File: src/rtl/imem_fetch_ctrl.sv
// imem_fetch_ctrl: LEGv8 fetch sequencer (fetch PC, imem addressing, 2-entry prefetch FIFO to decode, redirect, halt on zero word)
module imem_fetch_ctrl #(
  parameter int PC_W = 64,
  parameter int ADDR_W = 6,
  parameter int DATA_W = 32,
  parameter logic [PC_W-1:0] RESET_PC = '0,
  parameter bit HALT_ON_ZERO = 1'b1
) (
  input  logic              clk,
  input  logic              reset,
  output logic [ADDR_W-1:0] imem_addr,
  input  logic [DATA_W-1:0] imem_q,
  output logic              instr_valid,
  input  logic              instr_ready,
  output logic [DATA_W-1:0] instr,
  output logic [PC_W-1:0]   instr_pc,
  input  logic              redirect,
  input  logic [PC_W-1:0]   redirect_pc,
  output logic              halted,
  output logic [1:0]        fifo_count
);
  typedef enum logic {RUN, HALT} state_t;
  state_t state, state_nx;
  logic [PC_W-1:0] fetch_pc;
  logic [PC_W-1:0] pc_q [2];
  logic [DATA_W-1:0] word_q [2];
  logic rd_ptr, wr_ptr;
  logic [1:0] count;
  logic pop, can_enq, zero_hit, push;
  assign pop = instr_valid && instr_ready;
  assign can_enq = state == RUN && !redirect && (count != 2'd2 || pop);
  assign zero_hit = HALT_ON_ZERO && imem_q == '0;
  assign push = can_enq && !zero_hit;
  assign imem_addr = fetch_pc[ADDR_W+1:2];
  assign instr_valid = count != 2'd0;
  assign instr = word_q[rd_ptr];
  assign instr_pc = pc_q[rd_ptr];
  assign halted = state == HALT;
  assign fifo_count = count;
  always_comb begin
    state_nx = state;
    state_nx = redirect ? RUN : (can_enq && zero_hit) ? HALT : state;
  end
  always_ff @(posedge clk) begin
    if (reset) state <= RUN;
    else state <= state_nx;
  end
  always_ff @(posedge clk) begin
    if (reset) begin
      fetch_pc <= RESET_PC;
      rd_ptr <= 1'b0;
      wr_ptr <= 1'b0;
      count <= 2'd0;
      for (int i = 0; i < 2; i++) begin
        pc_q[i] <= '0;
        word_q[i] <= '0;
      end
    end else if (redirect) begin
      fetch_pc <= redirect_pc & ~{{(PC_W-2){1'b0}}, 2'b11};
      rd_ptr <= 1'b0;
      wr_ptr <= 1'b0;
      count <= 2'd0;
    end else begin
      if (push) begin
        pc_q[wr_ptr] <= fetch_pc;
        word_q[wr_ptr] <= imem_q;
        wr_ptr <= ~wr_ptr;
        fetch_pc <= fetch_pc + PC_W'(4);
      end
      if (pop) rd_ptr <= ~rd_ptr;
      count <= count + {1'b0, push} - {1'b0, pop};
    end
  end
endmodule

File: config.mk
export PLATFORM = sky130hd
export DESIGN_NAME = imem_fetch_ctrl
export DESIGN_NICKNAME = d
export VERILOG_FILES = /design/src/rtl/imem_fetch_ctrl.sv
export SDC_FILE = /design/constraint.sdc
export NUM_CORES = 1
export LEC_CHECK = 0
export ABC_AREA = 1
export CAP_MARGIN = 20
export CORE_UTILIZATION = 43
export CTS_CLUSTER_SIZE = 40
export DETAILED_ROUTE_END_ITERATION = 6
export PLACE_DENSITY = 0.72
export SYNTH_ARGS = -nofsm -noshare
export SYNTH_HDL_FRONTEND = slang
export SYNTH_SLANG_ARGS = --single-unit
export TNS_END_PERCENT = 1
File: constraint.sdc
create_clock -name clk -period 10.7 [get_ports clk]
set_input_delay 2.675 -clock clk [delete_from_list [all_inputs] [get_ports clk]]
set_output_delay 2.675 -clock clk [all_outputs]
set_load 0.02 [all_outputs]
# After elaboration in Yosys (flattened, before gate mapping)
# Memories as Yosys holds them, arrays and structs flattened. A register that Yosys moved wholly into a read port is not among the register bits.
# Index checks and enable logic that the tools add are counted.
# word_totals
ff_bits	69
romBits	0
mem_count	2
output_inout_bits	106
latch_bits	0
wordCells	47
ram_bits	192
# op_classes
n_div	0
n_addsub	3
reduce_logical	14
bitwise_logic	3
n_lt_le_gt_ge	0
multipliers	0
n_shift	0
eq_ne	1
mux	18
# mem_list
memory	depth	word_bits	read_ports	rd_ports_with_merged_regs	wr	line_no	source
pc_q	2	64	1	1	2	25	logic [PC_W-1:0] pc_q [2];
word_q	2	32	1	1	2	26	logic [DATA_W-1:0] word_q [2];
# op_table
cell	count
two-way mux 64 bit	3
adder 64 x 3 -> 64 bit, second input constant	1
OR reduction 64 bit	1
zero test 32 bit	1
two-way mux 32 bit	1
OR reduction 32 bit	1
two-way mux 1 bit	14
logical AND 1 bit	5
nonzero test 2 bit	2
inverter 1 bit	3
adder 2 x 1 -> 2 bit	1
zero test 1 bit	2
!= test 2 bit, second input constant	1
OR reduction 2 bit	1
subtractor 2 x 1 -> 2 bit	1
logical OR 1 bit	1

# Depth between registers and ports, before layout
# Gate-level depths: netlist of the first run.
# logic_depth
word_depth	11
ltp_mapped	14

# Least setup slack after synthesis of the first run
# OpenSTA, ideal clock, no wires.
# synth_path
path_kind	in2reg
start	input port imem_q[31]
end	memory pc_q[1][10], enable pin
setup_slack_ps	4679
stages	10
arrival_ps	5135
setup_ps	887
required_ps	9813
path_cell_list	nor2_1 nand2_1 nor2_1 nand2_1 nor2_4 nor2_8 nand3_2 buf_6 buf_6 nand2_1
# synth_rtl
item	line_no	source
start: declaration	12	input logic [DATA_W-1:0] imem_q,
end: declaration	25	

==> results.ini, run 1 <==
[clocking]
clock_latency_ns = 0.54
hold_buffers = 0
cts_tree = built
cts_root_buf = clkbuf_16
htreeDepth = 1
cts_buffers = 27
postCtsSetupRepairBufs = 0
cts_buffer_depth = 3
clkSlewWorstSetupHoldPaths_ns = 0.06
ctsResizeCount = 0
clock-sinks = 256

[layout]
nNetsFinal = 1823
multi_input_area_sq_um = 5330
drive_gt1_frac = 0.120
final_cell_area_sq_um = 16500
final_cell_mix = nand2_1 (352), nor2_1 (329), clkdlybuf4s50_1 (200)
layout_commonest_cell = nand2_1
area_growth_pct = 23.3
n_antenna_cell = 0
n_fill_cell = 2824
register_area_sq_um = 7010

[sta]
maxSlewViolCount = 0
worst_pin_slew_ns = 1.05
clock_skew_ns = 0.0223
clock.fmax_ghz = 0.178
finalCritPeriodShare = 0.526
hold_viol_final = 0
tns_ns = 0
rsz0062_at_grt = no
finalSetupViolCount = 0
fin_crit_ns = 5.63
maxSlewHeadroom = 0.301

[routing]
met3RoutedLength_microns = 2340
first_pass_iters = 5
final_antenna_net_count = 0
drt_iter0_drc = 987
highest-signal-layer = met4
routedWlPerCell_microns = 17.1
wl_microns = 36400
dr_wl_met2_microns = 17000
m1WireLength_microns = 16400
drt_drc_violations_left = 0
via_count = 11000
detail_route.vias_per_cell = 5.14

[synthesis]
ys_ff_latch = 256
synthesis.area_sq_um = 13400
ys_warn_count = 0
yosys.cell_types.count = 37
seq_area_frac_synth = 0.524
postSynthCellCount = 1546
syn_avg_cell_area_sq_um = 8.65

[floorplan]
dieWidth_microns = 178
coreArea_sq_um = 30600
rows = 64
fp.dieH_microns = 178
die_area_sq_um = 31800
initial_core_util = 0.437
io_pins = 206

[pwr]
power_switching_uw = 599
switching_share = 0.250
p_seq_frac = 0.484
p_int_mw = 1.80
vdd_ir_drop_max_v = 0.0000982
finalPower_mw = 2.40
leakagePower_nw = 6.55
p_clk_frac = 0.379
p_per_area_nw_per_um2 = 146
combPwrFrac = 0.137

[worst_setup_path]
critical_path.max_fanout = 74
worstPathArrival_ns = 2.95
setup.worst_path.end_class = output port
criticalPathCategory = flop to output port
crit_chain = buf_4 -> mux2_2 -> clkdlybuf4s50_1
required_ns = 8.03
crit_slowest_cell = buf_4
start_kind = flop
slowest_delay_ns = 0.85

[placement]
dp_hpwl_microns = 25600
port_buffers = 201
placed_cell_area_sq_um = 15500
gp_congestion = 0.901

[outcome]
status = completed

[global_route]
antenna_found_initial = 0
grt_pass1_vias = 10400
grt_usage = 0.227
grt_pass1_wl_microns = 55900
grt_max_degree = 95
grt-ovfl-total = 0

[flow_run]
max_cap_violations = 0

[hold_path]
hp-class = flop to flop

[metal layers]
| metal | global-route usage | vias up |
|---|---|---|
| met5 | 0 | - |
| met4 | 0.0526 | 0 |
| met3 | 0.0266 | 44 |
| met2 | 0.377 | 370 |
| met1 | 0.317 | 5222 |
| li1 | - | 5344 |
[through the flow]
| stage | worst slack, ns | utilization | cells | hold WS, ns |
|---|---|---|---|---|
| floorplan | 4.68 | - | 1547 | 0.461 |
| global placement | 4.44 | 0.508 | 2084 | 0.457 |
| detailed placement | 4.38 | 0.508 | 2084 | 0.480 |
| CTS | 4.93 | 0.536 | 2133 | 0.490 |
| global route | 4.92 | 0.539 | 2136 | 0.522 |
| finish | 5.07 | 0.539 | 2136 | 0.491 |
[worst max-delay path, delay by kind of cell (launching register included)]
family   cells  cell delay [ns]
buf+inv      2             1.43
flops        1             0.53
mux          1             0.43
[path summary, 6_finish.rpt]
path,startpoint,end,slack [ns],cells past startpoint
worst max-delay path,flop,instr_pc[24],5.07,3
worst min-delay path,rd_ptr,rd_ptr,0.49,2
worst max register to register,fifo_count[0],pc_q[0][52],7.62,10
worst min register to register,rd_ptr,rd_ptr,0.49,2
[final cells by class]
type                    instances  share of cell area
clock buffers                  36              0.0449
clock inverters                13             0.00698
inverters                     169              0.0386
multi-input cells            1053               0.323
flip-flops and latches        256               0.425
well taps                     396              0.0301
repair buffers                213               0.131
[cell usage after synthesis (all sizes together)]
cell type	count	area share
nand3b	3	0.0017
nor3	3	0.0015
o21ai	23	0.0089
nor2	352	0.11
mux2	94	0.079
o31ai	1	0.00056
or2	2	0.00094
clkbuf	15	0.0042
nand2	372	0.11
dfxtp	68	0.10
edfxtp	188	0.42
and2	1	0.00047
clkinv	1	0.00037
nand3	121	0.048
a21oi	50	0.019
ha	3	0.0028
a22oi	4	0.0022
xor2	6	0.0039
nand4	15	0.0070
conb	1	0.00028
inv	168	0.047
xnor2	1	0.00066
buf	54	0.028
[state kept, by name, summed over array words and instances, names as in the netlist, named ones only]
name	flops
rd_ptr	1
wr_ptr	1
halted	1
fetch_pc	62
pc_q	124
word_q	64
fifo_count	2
[cells by family after synthesis]
group                    synth area share
AND/OR/NAND/NOR                     0.279
flip-flops                          0.524
buffers and inverters              0.0798
multiplexers                       0.0792
AO/OA/AOI/OAI                      0.0304
XOR/XNOR                          0.00459
adder cells (fa/ha/maj)           0.00281
other                            0.000281
[power by group through the flow]
stage	clock network (mW)	registers (mW)	logic (mW)
2_1_floorplan	0	1.17	0.189
5_1_grt	0.963	1.17	0.357
4_1_cts	0.923	1.16	0.328
3_3_place_gp	0	1.18	0.322
6_report	0.911	1.16	0.329
3_5_place_dp	0	1.18	0.326
No activity file was read; power rests on OpenSTA's default activity.
==> run 2: changes to the inputs <==
Settings changed: PLACE_DENSITY 0.72 to 0.75.
Clock period 10.7 ns to 5.1 ns, I/O delays scaled along.
==> run 2 against run 1 <==
Against the previous run: critical path depth did not move; combinational power rose by 110%; first-iteration DRC count shrank 3.6%; clock skew shrank 0.0057 ns; sequential power is 110% higher; register-to-register slack got worse by 4.9 ns; largest cell class unchanged; global-route usage about the same; critical endpoint is now instr[2]; via count down 0.57%; worst setup slack lost 4.0 ns; die area is the same; count of clock-buffer cells in the layout decreased by 1.
==> results.ini, run 2 (synthesis results as in run 1) <==
[outcome]
status = completed

[layout]
largest_reg_flops = 124  ; unchanged
n_fill_cell = 2719  ; -3.7%
final_cell_mix = nand2_1 (352), nor2_1 (329), clkdlybuf4s50_1 (200)
n_antenna_cell = 0  ; unchanged
drive_gt1_frac = 0.125  ; +0.00496
layout_commonest_cell = nand2_1
largest-register = pc_q
final_cells = 2139  ; +0.14%
final_cell_area_sq_um = 16600  ; +0.55%
largestRegisters = pc_q x124, word_q x64, fetch_pc x62
nNetsFinal = 1826  ; +0.16%
area_growth_pct = 24.0

[sta]
finalHoldWorstSlack_ns = 0.478  ; -0.0127 ns
fin_crit_ns = 4.01
clock.fmax_ghz = 0.249
worst_pin_slew_ns = 1.13  ; +0.0779 ns
maxSlewHeadroom = 0.249  ; -0.0519
rsz0062_at_grt = no
maxSlewViolCount = 0  ; unchanged
hold_viol_final = 0  ; unchanged
finalSetupViolCount = 0  ; unchanged
finalCritPeriodShare = 0.787
clock_skew_ns = 0.0166  ; -0.00572 ns
tns_ns = 0  ; unchanged

[global_route]
antenna_found_initial = 0  ; unchanged
grt_pass1_wl_microns = 55600  ; -0.47%
grt_usage = 0.227  ; -0.000297
grt_max_degree = 95  ; unchanged
grt_pass1_vias = 10300  ; -1.1%
grt-ovfl-total = 0  ; unchanged

[clocking]
cts_buffer_depth = 3  ; unchanged
clkSlewWorstSetupHoldPaths_ns = 0.06  ; about the same
htreeDepth = 1  ; unchanged
cts_root_buf = clkbuf_16
cts_buffers = 27  ; unchanged
postCtsSetupRepairBufs = 0  ; unchanged
clock-sinks = 256  ; unchanged
clock_latency_ns = 0.54  ; about the same
cts_tree = built
hold_buffers = 0  ; unchanged
ctsResizeCount = 0  ; unchanged

[pwr]
leakagePower_nw = 6.59  ; +0.67%
vdd_ir_drop_max_v = 0.000221  ; +120%
p_per_area_nw_per_um2 = 314  ; +120%

[worst_setup_path]
setup.worst_path.end_class = output port
worstPathArrival_ns = 2.74  ; -0.21 ns
start_kind = flop
crit_family = buffers and inverters
required_ns = 3.83  ; -4.20 ns
crit_buf_inv = 2  ; unchanged
critical_path.max_fanout = 47  ; -36%
reg2reg_from = fifo_count[0]
reg2reg_setup_slack_ns = 2.76  ; -4.86 ns
reg2reg_to = pc_q[1][51]
slowest_delay_ns = 0.77  ; -0.08 ns
criticalPathCategory = flop to output port
worstRegToRegCells = 9  ; -1
crit_chain = buf_4 -> mux2_2 -> clkdlybuf4s50_1
crit_slowest_cell = dfxtp_4

[placement]
gp_congestion = 0.909  ; +0.80%
dp_hpwl_microns = 25800  ; +1.0%
place_inst = 2090  ; +0.29%
port_buffers = 201  ; unchanged
placed_cell_area_sq_um = 15600  ; +0.53%

[routing]
via_count = 10900  ; -0.57%
drt_drc_violations_left = 0  ; unchanged
detail_route.vias_per_cell = 5.10  ; -0.71%
wl_microns = 36500  ; about the same
first_pass_iters = 6  ; +1
final_antenna_net_count = 0  ; unchanged
routedWlPerCell_microns = 17.0  ; about the same
drt_iter0_drc = 951  ; -3.6%

[floorplan]
die_area_sq_um = 31800  ; unchanged
coreArea_sq_um = 30600  ; unchanged
fp.dieH_microns = 178  ; unchanged
dieWidth_microns = 178  ; unchanged
rows = 64  ; unchanged
initial_core_util = 0.437  ; unchanged
io_pins = 206  ; unchanged

[hold_path]
hp-class = flop to flop
hp-start = rd_ptr
min_path_cells = 2  ; unchanged

[flow_run]
max_cap_violations = 0  ; unchanged

==> run 2: cell types whose count changed in the layout (fill, tap and decap cells not counted) <==
cell / before / now
buf_12: 0 / 3
buf_16: 3 / 0
buf_4: 9 / 12
bufinv_16: 2 / 4
clkbuf_1: 6 / 2
clkbuf_8: 3 / 6
clkinv_1: 4 / 2
clkinvlp_4: 0 / 2
inv_4: 1 / 0
inv_6: 1 / 0
inv_8: 0 / 1
==> run 2: tightest hold or removal path, delay by kind of cell, from the launching register on <==
family / cells / cell delay [ns]
flip-flops: 1 / 0.31
AND/OR/NAND/NOR: 1 / 0.07
AO/OA/AOI/OAI: 1 / 0.06
==> run 2: worst max path at each step <==
stage	start	end	slack [ns]	cells past startpoint
floorplan	imem_q[31]	pc_q[1][10]	0.48	10
global placement	imem_q[1]	pc_q[1][55]	1.26	10
detailed placement	imem_q[1]	pc_q[1][46]	1.22	10
CTS	flop	instr_pc[25]	1.01	3
global route	flop	instr_pc[25]	0.96	3
finish	flop	instr[2]	1.09	3
==> run 2: metal layers <==
metal,share of wire,GRT usage
met1,0.44,0.309
met2,0.46,0.375
met3,0.069,0.0279
met4,0.028,0.0734
met5,0,0
==> run 2: power by group <==
| group | switching, mW | internal, mW | total, mW |
|---|---|---|---|
| logic | 0.385 | 0.304 | 0.688 |
| registers | 0.0780 | 2.36 | 2.44 |
| clock network | 0.814 | 1.26 | 2.07 |
==> run 2: stage by stage <==
stage	setup slack, ns	util	power [mW]
after floorplan	0.479	-	2.86
after global placement	1.26	0.511	3.16
after detailed placement	1.22	0.511	3.17
after CTS	1.01	0.542	5.24
after global routing	0.958	0.542	5.39
final	1.09	0.542	5.20
==> run 2: area by class of cell <==
cell class,count,area (sq um),share of cell area
clock buffer,35,766,0.0462
sequential,256,7010,0.423
multi-input combinational,1053,5330,0.321
timing repair buffer,216,2160,0.130
tap,396,495,0.0299
inverter,169,636,0.0384
clock inverter,14,179,0.0108
==> run 3: changes to the inputs <==
Clock period 5.1 ns to 3.2 ns, I/O delays scaled along.
==> run 3 against run 2 <==
Against the previous run: register-to-register slack lost 1.7 ns; sequential power grew 59%; combinational power grew 63%; total power grew 54%; non-clock buffer count grew 4; clock skew grew 0.0031 ns; worst hold slack lost 0.0026 ns; utilization grew 0.16 points; critical path depth is the same; first-iteration DRC count shrank 4.2%; final area grew 0.29%; largest cell class unchanged; highest routed layer unchanged.
==> results.ini, run 3 (synthesis results as in run 1) <==
[worst_setup_path]
worstPathArrival_ns = 2.23  ; -0.51 ns
reg2reg_to = fetch_pc[52]
reg2reg_from = fetch_pc[2]
reg2reg_setup_slack_ns = 1.05  ; -1.71 ns
required_ns = 2.40  ; -1.43 ns
worstRegToRegCells = 10  ; +1
setup.worst_path.end_class = output port
start_kind = flop
critical_path.max_fanout = 13  ; -72%
criticalPathCategory = flop to output port

[placement]
port_buffers = 201  ; unchanged
dp_hpwl_microns = 25800  ; about the same
gp_congestion = 0.910  ; about the same

[clocking]
ctsResizeCount = 0  ; unchanged
clkSlewWorstSetupHoldPaths_ns = 0.06  ; about the same
cts_tree = built
clock-sinks = 256  ; unchanged
cts_buffers = 27  ; unchanged
cts_root_buf = clkbuf_16
cts_buffer_depth = 3  ; unchanged
hold_buffers = 0  ; unchanged
clock_latency_ns = 0.55  ; about the same
htreeDepth = 1  ; unchanged

[floorplan]
coreArea_sq_um = 30600  ; unchanged
dieWidth_microns = 178  ; unchanged
fp.dieH_microns = 178  ; unchanged
die_area_sq_um = 31800  ; unchanged
initial_core_util = 0.437  ; unchanged
io_pins = 206  ; unchanged
rows = 64  ; unchanged

[layout]
largest-register = pc_q
layout_commonest_cell = nand2_1
area_growth_pct = 24.3
nNetsFinal = 1830  ; +0.22%
largest_reg_flops = 124  ; unchanged
n_antenna_cell = 0  ; unchanged
largestRegisters = pc_q x124, word_q x64, fetch_pc x62
drive_gt1_frac = 0.127  ; +0.00193
final_cell_mix = nand2_1 (352), nor2_1 (329), clkdlybuf4s50_1 (200)
fin_util = 0.543  ; +0.00160
n_fill_cell = 2736  ; +0.63%

[routing]
first_pass_iters = 6  ; unchanged
dr_wl_met2_microns = 17200  ; +1.6%
drt_iter0_drc = 911  ; -4.2%
highest-signal-layer = met4
routedWlPerCell_microns = 17.0  ; about the same
m1WireLength_microns = 16100  ; +0.73%
detail_route.vias_per_cell = 5.10  ; about the same
met3RoutedLength_microns = 2360  ; -5.7%
final_antenna_net_count = 0  ; unchanged
drt_drc_violations_left = 0  ; unchanged
via_count = 10900  ; +0.20%
wl_microns = 36500  ; +0.22%

[global_route]
grt_max_degree = 75  ; -21%
grt-ovfl-total = 0  ; unchanged
grt_usage = 0.226  ; -0.00121
grt_pass1_wl_microns = 55300  ; -0.60%
antenna_found_initial = 0  ; unchanged
grt_pass1_vias = 10300  ; +0.42%

[sta]
worst_pin_slew_ns = 0.677  ; -0.450 ns
maxSlewViolCount = 0  ; unchanged
hold_viol_final = 0  ; unchanged
clock_skew_ns = 0.0196  ; +0.00308 ns
maxSlewHeadroom = 0.549  ; +0.300
rsz0062_at_grt = no
finalCritPeriodShare = 0.947
finalSetupViolCount = 0  ; unchanged
clock.fmax_ghz = 0.330
fin_crit_ns = 3.03

[flow_run]
max_cap_violations = 0  ; unchanged

[pwr]
vdd_ir_drop_max_v = 0.000435  ; +97%
p_per_area_nw_per_um2 = 483  ; +54%
leakagePower_nw = 6.60  ; about the same
finalPower_mw = 8.03  ; +54%

[hold_path]
hp-class = flop to flop
min_path_cells = 2  ; unchanged
hp-start = rd_ptr

[outcome]
status = completed

[run 3: critical path, stage by stage, from the launching register on]
cell             delay, ns
dfxtp_4               0.47
buf_4                 0.27
mux2_2                0.36
clkdlybuf4s50_1       0.58
[run 3: metrics by stage]
stage / hold WS [ns] / worst slack, ns / instances / area, sq um / TNS (ns)
2_1_floorplan: 0.461 / -0.917 / 1547 / 13400 / -86.24
3_3_place_gp: 0.457 / 0.296 / 2093 / 15700 / 0
3_5_place_dp: 0.471 / 0.234 / 2093 / 15700 / 0
4_1_cts: 0.480 / 0.0342 / 2143 / 16600 / 0
5_1_grt: 0.512 / 0.0960 / 2144 / 16600 / 0
6_report: 0.475 / 0.170 / 2144 / 16600 / 0
[run 3: area by class of cell]
type,instances,area [sq um],area share
Timing Repair Buffer,220,2290,0.138
Clock inverter,17,141,0.00851
Sequential cell,256,7010,0.422
Tap cell,396,495,0.0298
Multi-Input combinational cell,1053,5330,0.321
Clock buffer,33,718,0.0432
Inverter,169,636,0.0382
[run 3: worst max path at each step]
stage          startpoint          end  slack, ns
6_report             flop  instr_pc[2]       0.17
5_1_grt              flop  instr_pc[2]        0.1
4_1_cts              flop  instr_pc[2]       0.03
3_5_place_dp    imem_q[1]  pc_q[0][33]       0.23
3_3_place_gp    imem_q[0]  pc_q[0][51]       0.30
2_1_floorplan  imem_q[31]  pc_q[0][10]      -0.92
[run 3: timing repair]
action	CTS	global route
endpoints found under the hold margin	0	0
endpoints found under the setup margin	0	1
buffers inserted	0	1
[run 3: layer usage]
metal | track usage | vias to the layer above
met5 | 0 | -
met4 | 0.0671 | 0
met3 | 0.0273 | 55
met2 | 0.373 | 390
met1 | 0.310 | 5149
li1 | - | 5345
[run 3: where the power goes]
| part | internal [mW] | switching [mW] | leakage, nW |
|---|---|---|---|
| Combinational | 0.498 | 0.622 | 3.62 |
| Clock | 1.70 | 1.33 | 0.414 |
| Sequential | 3.76 | 0.120 | 2.56 |
